**config.mk**
```make
export PLATFORM = sky130hd
export DESIGN_NAME = inst_buffer
export DESIGN_NICKNAME = d
export VERILOG_FILES = /design/src/rtl/inst_buffer_pkg.sv /design/src/rtl/inst_buffer.sv
export SDC_FILE = /design/constraint.sdc
export NUM_CORES = 2
export LEC_CHECK = 0
export CORE_ASPECT_RATIO = 1.1
export CORE_MARGIN = 8
export CORE_UTILIZATION = 55
export CTS_CLUSTER_SIZE = 30
export DETAILED_ROUTE_END_ITERATION = 8
export PLACE_DENSITY = 0.81
export SYNTH_ARGS = -nofsm -noshare
export SYNTH_HDL_FRONTEND = slang
export SYNTH_SLANG_ARGS = --single-unit
```
**constraint.sdc**
```tcl
create_clock -name clock -period 13.45 [get_ports clock]
set_clock_uncertainty 0.2 [all_clocks]
set_input_delay 3.3625 -clock clock [delete_from_list [all_inputs] [get_ports clock]]
set_output_delay 3.3625 -clock clock [all_outputs]
set_load 0.05 [all_outputs]
```
**src/rtl/inst_buffer_pkg.sv**
```systemverilog
// Shared fetch/decode types and widths used by the instruction buffer.
package inst_buffer_pkg;

  localparam int unsigned INST_WIDTH      = 32;
  localparam int unsigned PC_WIDTH        = 32;
  localparam int unsigned INST_FETCH_NUM  = 4;
  localparam int unsigned INST_DECODE_NUM = 4;

  typedef struct packed {
    logic [INST_WIDTH-1:0] inst;
    logic [PC_WIDTH-1:0]   pc;
  } ib_entry_t;

endpackage

```
**src/rtl/inst_buffer.sv**
```systemverilog
// Circular instruction FIFO between fetch and decode: whole-group enqueue,
// up to IB_DECODE_NUM oldest entries presented and popped per cycle.
module inst_buffer
  import inst_buffer_pkg::*;
#(
  parameter int unsigned IB_DEPTH      = 16,
  parameter int unsigned IB_DECODE_NUM = INST_DECODE_NUM,
  parameter int unsigned PTR_W         = $clog2(IB_DEPTH)
) (
  input  logic                                clock,
  input  logic                                reset,
  input  logic                                flush,
  input  ib_entry_t [INST_FETCH_NUM-1:0]      insts_in,
  input  logic                                insts_in_valid,
  output logic                                stall,
  output ib_entry_t [IB_DECODE_NUM-1:0]       insts_out,
  output logic [IB_DECODE_NUM-1:0]            insts_out_valid,
  input  logic                                decode_ready
);

  localparam logic [PTR_W:0]   DEPTH_CNT = (PTR_W+1)'(IB_DEPTH);
  localparam logic [PTR_W:0]   FETCH_CNT = (PTR_W+1)'(INST_FETCH_NUM);
  localparam logic [PTR_W:0]   DEC_CNT   = (PTR_W+1)'(IB_DECODE_NUM);
  localparam logic [PTR_W-1:0] FETCH_PTR = PTR_W'(INST_FETCH_NUM);

  logic [PTR_W-1:0] head;
  logic [PTR_W-1:0] tail;
  logic [PTR_W:0]   count;
  ib_entry_t        entries [IB_DEPTH];

  logic [PTR_W:0]   free_slots;
  logic [PTR_W:0]   pop_n;
  logic [PTR_W:0]   count_next;
  logic             enq;
  logic             deq;

  // Stall looks only at registered occupancy; a same-cycle pop is not credited.
  always_comb begin
    free_slots = DEPTH_CNT - count;
    stall      = free_slots < FETCH_CNT;
    enq        = insts_in_valid & ~stall & ~flush;
    deq        = decode_ready & ~flush;
    pop_n      = (count < DEC_CNT) ? count : DEC_CNT;
    count_next = count;
    if (enq) count_next = count_next + FETCH_CNT;
    if (deq) count_next = count_next - pop_n;
  end

  always_ff @(posedge clock) begin
    if (reset) begin
      head  <= '0;
      tail  <= '0;
      count <= '0;
    end else if (flush) begin
      head  <= '0;
      tail  <= '0;
      count <= '0;
    end else begin
      if (enq) tail <= tail + FETCH_PTR;
      if (deq) head <= head + pop_n[PTR_W-1:0];
      count <= count_next;
    end
  end

  // Storage is not reset; enq is already suppressed by flush.
  always_ff @(posedge clock) begin
    if (!reset && enq) begin
      for (int unsigned i = 0; i < INST_FETCH_NUM; i++) begin
        entries[tail + PTR_W'(i)] <= insts_in[i];
      end
    end
  end

  always_comb begin
    insts_out       = '0;
    insts_out_valid = '0;
    for (int unsigned i = 0; i < IB_DECODE_NUM; i++) begin
      insts_out[i]       = entries[head + PTR_W'(i)];
      insts_out_valid[i] = (PTR_W+1)'(i) < count;
    end
  end

endmodule

```
Yosys cells after proc, flatten, opt, wreduce, memory -nomap -nowiden --
Memory sizes are Yosys's and may differ from the RTL's. A register that Yosys moved wholly into a read port is not among the register bits. Index checks and enable logic that the tools add are counted. Widths: inputs -> output; s select.
Word-level totals: register bits after elaboration 13, bits in writable memories 1024, bits of input ports 261, output and inout bits 261, logic and storage cells 36, memories 1
Operators by class: add/sub/neg operators 11, order comparisons 6, multiplexer cells 7, bitwise logic cells 5, reduce and logical (&&, ||, !) cells 3
Memory list:
- entries | depth 16, bits a word 64, rd ports 4, clocked after Yosys merged registers in 1, write ports 4, line inst_buffer.sv:29 | ib_entry_t entries [IB_DEPTH];
Operators by type and width (count):
- $add 4x2->4 const B | 4
- $mux 5 | 3
- $lt 1x5->1 const A | 2
- $lt 2x5->1 const A | 2
- $lt 5x3->1 const B | 2
- $add 4x1->4 const B | 2
- $mux 4 | 2
- $add 5x3->5 const B | 1
- $sub 5x5->5 | 1
- $sub 5x5->5 const A | 1
- $add 4x3->4 const B | 1
- $add 4x4->4 | 1
- $and 1x1->1 | 3
- $mux 1 | 2
- $not 1->1 | 2
- $reduce_or 2->1 | 1
- $logic_and 1x1->1 | 1
- $logic_not 1->1 | 1

Longest topological paths before layout --
depth in word-level cells 8, depth in mapped cells 12

Worst setup path after synthesis --
No wires, ideal clock.
path type in2reg, start point input port flush, end point memory entries[0][0] (netlist name), enable pin, setup time 651 ps, arrival 9846 ps, required time 12599 ps, slack 2753 ps, stages on the path 4, cells stage by stage or2_2 > clkbuf_1 > nor2_1 > and2_1
RTL lines:
- start, declared | line inst_buffer.sv:12 | input logic flush,
- end, declared | line inst_buffer.sv:29

==> results.md <==
- Before antenna repair, the detailed router went through 7 iterations.
- Across all layers, the routed design uses 38780 vias.
- Counting every sink on the clock net gives 1039.
- Measured against its own limit, the worst slew margin works out to 16.13%.
- The maximum vdd ir drop is 0.1228 mV.
- For hold timing, the worst endpoint is count[0].
- The number of synthesized flops with an enable pin is a little over 1000.
- The largest net degree at the start of global routing is 153.
- In this run the register-to-register setup slack is 9.30 ns.
- The number of vias per cell is 7.520.
- The summed instance area of the synthesized netlist is 0.06203 mm^2.
- The element type at the critical path end is a primary output.
- The first-iteration detailed-routing DRC count is about 4400.
- The final sum of negative setup slack is 0 ns.
- The core region is ~0.11 mm^2.
- For this design the static power due to leakage is 0.02076 uW.
- The number of nets still failing antenna checks after routing is 0.
- The share of layout cells above drive strength 1 is 35.98%.
- The data arrival time of the critical path is 6.44 ns.
- For this run the aggregate overflow at the end of global routing stands at 0.
- The area growth from synthesis to layout is 16.02%.
- The synthesized area per cell is about 20 um^2.
- The die area is 0.1238 mm^2.
- The max-capacitance violation count is 0.
- The tree is rooted in a clkbuf_16.
- The worst register-to-register path has a depth of 8.
- Of all cell types, the one taking the most synthesized area is edfxtp_1.
- The fill cell total of the finished layout is about 7400.
- TritonCTS built the clock tree.
- The combined global-route utilization of all metal layers is 28.37%.
- For the pin with the worst max-slew slack, the measured transition is between 1 and 1.5 ns.
- After clock tree synthesis, the repair step resized 0 gates.
- The time the worst path needs with I/O delays and setup is 9.999 ns.
- The fraction of the cycle the final worst path needs is approximately 74%.
- The final hold violation count was 0.
- For this configuration, the core starts out at a cell density of a little under three fifths.
- Clock latency on the worst-skew pair, taken at its later pin, is ~0.69 ns.
- The hold path depth is 2.
- In the synthesized netlist the async set-or-reset flop fraction comes to 0%.
- The count of final max-slew check failures is 0.
- The maximum clock rate is about 100 MHz.
- The data required time of the worst path is 9.89 ns.
- The sequential cells in the finished layout cover a total of 0.03107 mm^2.
- The routed design has 178.4 mm of wire.
- The dominant register cell in the synthesized netlist is edfxtp_1.
- The startpoint of the most critical register-to-register path is count[2].
- The number of primary I/O pins is 522.
- The routability congestion estimate from global placement is ~0.85.
- The post-detailed-placement half-perimeter wirelength is 111.3 mm.
- Yosys attributes the largest share of cell area to edfxtp_1 (50%), mux4_2 (38%), mux2i_1 (3.6%), buf_2 (1.1%), nand2_1 (0.84%).
- In the final design database the tool counted 3811 nets.
- The longest clock path from root to sink contains 3 buffers.
- The number of cell rows is 129.
- The count of distinct cell types in the synthesized netlist is 48.
- The level count of the clock H-tree is 3.
- The wire length of the first global-routing pass is 262.9 mm.
- The initial antenna violation count was 34.
- The multi-input combinational cells in the finished layout cover a total of ~0.030 mm^2.
- The category of the worst setup path launch point is a register.
- The number of clock buffers added by TritonCTS is 108.
- The count of buffers added on input and output ports is 521.
- Setup violations remaining at the end of the flow were counted as 0.
- The post-route DRC violation count is 0.
- During synthesis, Yosys emitted a total of 0 warnings.
- In the synthesized netlist, the number of instances is 3174.
- The number of storage elements in the synthesis netlist is 1039.
- The run finished with clean final reports.
- In this run the power density over the cells is 108.3 mW/mm^2.
- After clock tree synthesis, the clock-pin slew on the worst setup and hold paths is approximately 0.060 ns.
- The startpoint identified for the worst hold timing path is count[0].
- In this run the worst path has a maximum fanout of 63.
- The number of buffers inserted for hold repair after clock tree synthesis is 0.
- The worst-case hold slack is 0.2895 ns.
- The width of the die is 336.2 um.
- Setup repair after global routing left no endpoint under its margin.
- The number of global-route vias before repair was 39470.
- The register area share after synthesis is 50.06%.
- The routed wirelength normalized by instance count is 34.59 um.
- The tightest min-delay check is of the register to register type.
- The share of the synthesized area in the top cell type is 49.58%.
- The critical path is of the register to primary output type.
- The worst reg2reg path endpoint is entries[1][35].
- Measured along the y axis, the die boundary spans around 370 um.
- After clock tree synthesis, the setup repair step added 0 buffers.
through the flow:
stage                     cells  utilization, %  area, um^2  setup WS, ns  power (uW)
after floorplan            3175               -       62030         2.753        4412
after global placement     4929           60.91       68330         4.287        4828
after detailed placement   4929           60.91       68330         4.187        4841
after CTS                  5130           64.09       71900         3.408        7828
after global routing       5147           64.13       71940         3.241        7988
final                      5156           64.15       71960         3.451        7796
state kept, by name (all words and copies together), names as in the netlist, named ones only:
register,count
head,4
entries,1024
tail,2
count,5
logic make-up (layout without fill, tap and decap cells):
kind of cell | Yosys count | count (layout) | share of synthesized area, %
xor gates and xnor gates | 14 | 14 | 0.2098
buffers and inverters | 334 | 783 | 2.528
AOI/OAI and AO/OA | 250 | 250 | 2.967
adders and majority gates | 17 | 17 | 0.3550
and+or+nand+nor | 235 | 235 | 1.769
other | 1 | 28 | 0.006046
DFF | 1039 | 1039 | 50.06
muxes | 1284 | 1284 | 42.11
report_power, final:
group / leakage [uW] / internal [uW] / total, uW / switching [uW]
Clock: 0.00175 / 1750 / 3010 / 1260
Combinational: 0.00965 / 446 / 1120 / 671
Sequential: 0.00937 / 3610 / 3660 / 50.4
Yosys cell counts, drive strengths merged (4+ instances only):
cell type  instances
o2bb2ai           36
edfxtp          1024
a211oi            30
mux2i            223
xnor2              8
nor2              14
dfxtp             15
xor2               6
a221o             37
and2              36
or3                4
ha                16
clkbuf           130
buf              195
nand2            138
o21ai              4
inv                9
a221oi            36
mux4            1060
and3              30
a21oi             95
critical path, stage by stage, from the launching register on:
cell and delay [ns]:
dfxtp_4 1.00, inv_1 0.36, ha_4 0.93, buf_4 0.77, buf_4 0.81, mux4_2 0.42, and2_1 0.17, a211oi_1 0.30
a21oi_1 0.08, clkdlybuf4s50_1 0.75
placed cells by master, fill, tap and decap left out, drive strengths merged, types with 36 or more instances in the layout:
cell type and instances:
mux4 1060, edfxtp 1024, clkdlybuf4s50 521, mux2i 223, nand2 138, clkbuf 124
a21oi 95, clkinv 56, buf 52, a221o 37, o2bb2ai 36, a221oi 36
and2 36
area by class of cell:
type	count	area share, %
flip-flops and latches	1039	43.18
multi-input cells	1802	41.09
repair buffers	573	8.015
clock buffers	124	3.928
well taps	1506	2.618
clock inverters	77	1.033
diodes	26	0.09041
inverters	9	0.04694
worst max path at each step:
| stage | startpoint | to | slack (ns) | cells after the start |
|---|---|---|---|---|
| 4_1_cts | head[1] | insts_out[110] | 3.41 | 9 |
| 6_report | head[1] | insts_out[110] | 3.45 | 9 |
| 2_1_floorplan | flush | entries[0][0] | 2.75 | 4 |
| 3_5_place_dp | head[1] | insts_out[110] | 4.19 | 9 |
| 3_3_place_gp | head[1] | insts_out[110] | 4.29 | 9 |
| 5_1_grt | head[1] | insts_out[110] | 3.24 | 9 |
routing by layer:
layer | vias to the layer above | global-route usage (%) | share of wire, %
li1 | 15090 | - | -
met1 | 20250 | 35.90 | 34
met2 | 2932 | 46.09 | 50
met3 | 480 | 7.428 | 12
met4 | 16 | 13.23 | 4.8
met5 | - | 0 | 0.063
No activity file was read; power rests on OpenSTA's default activity.
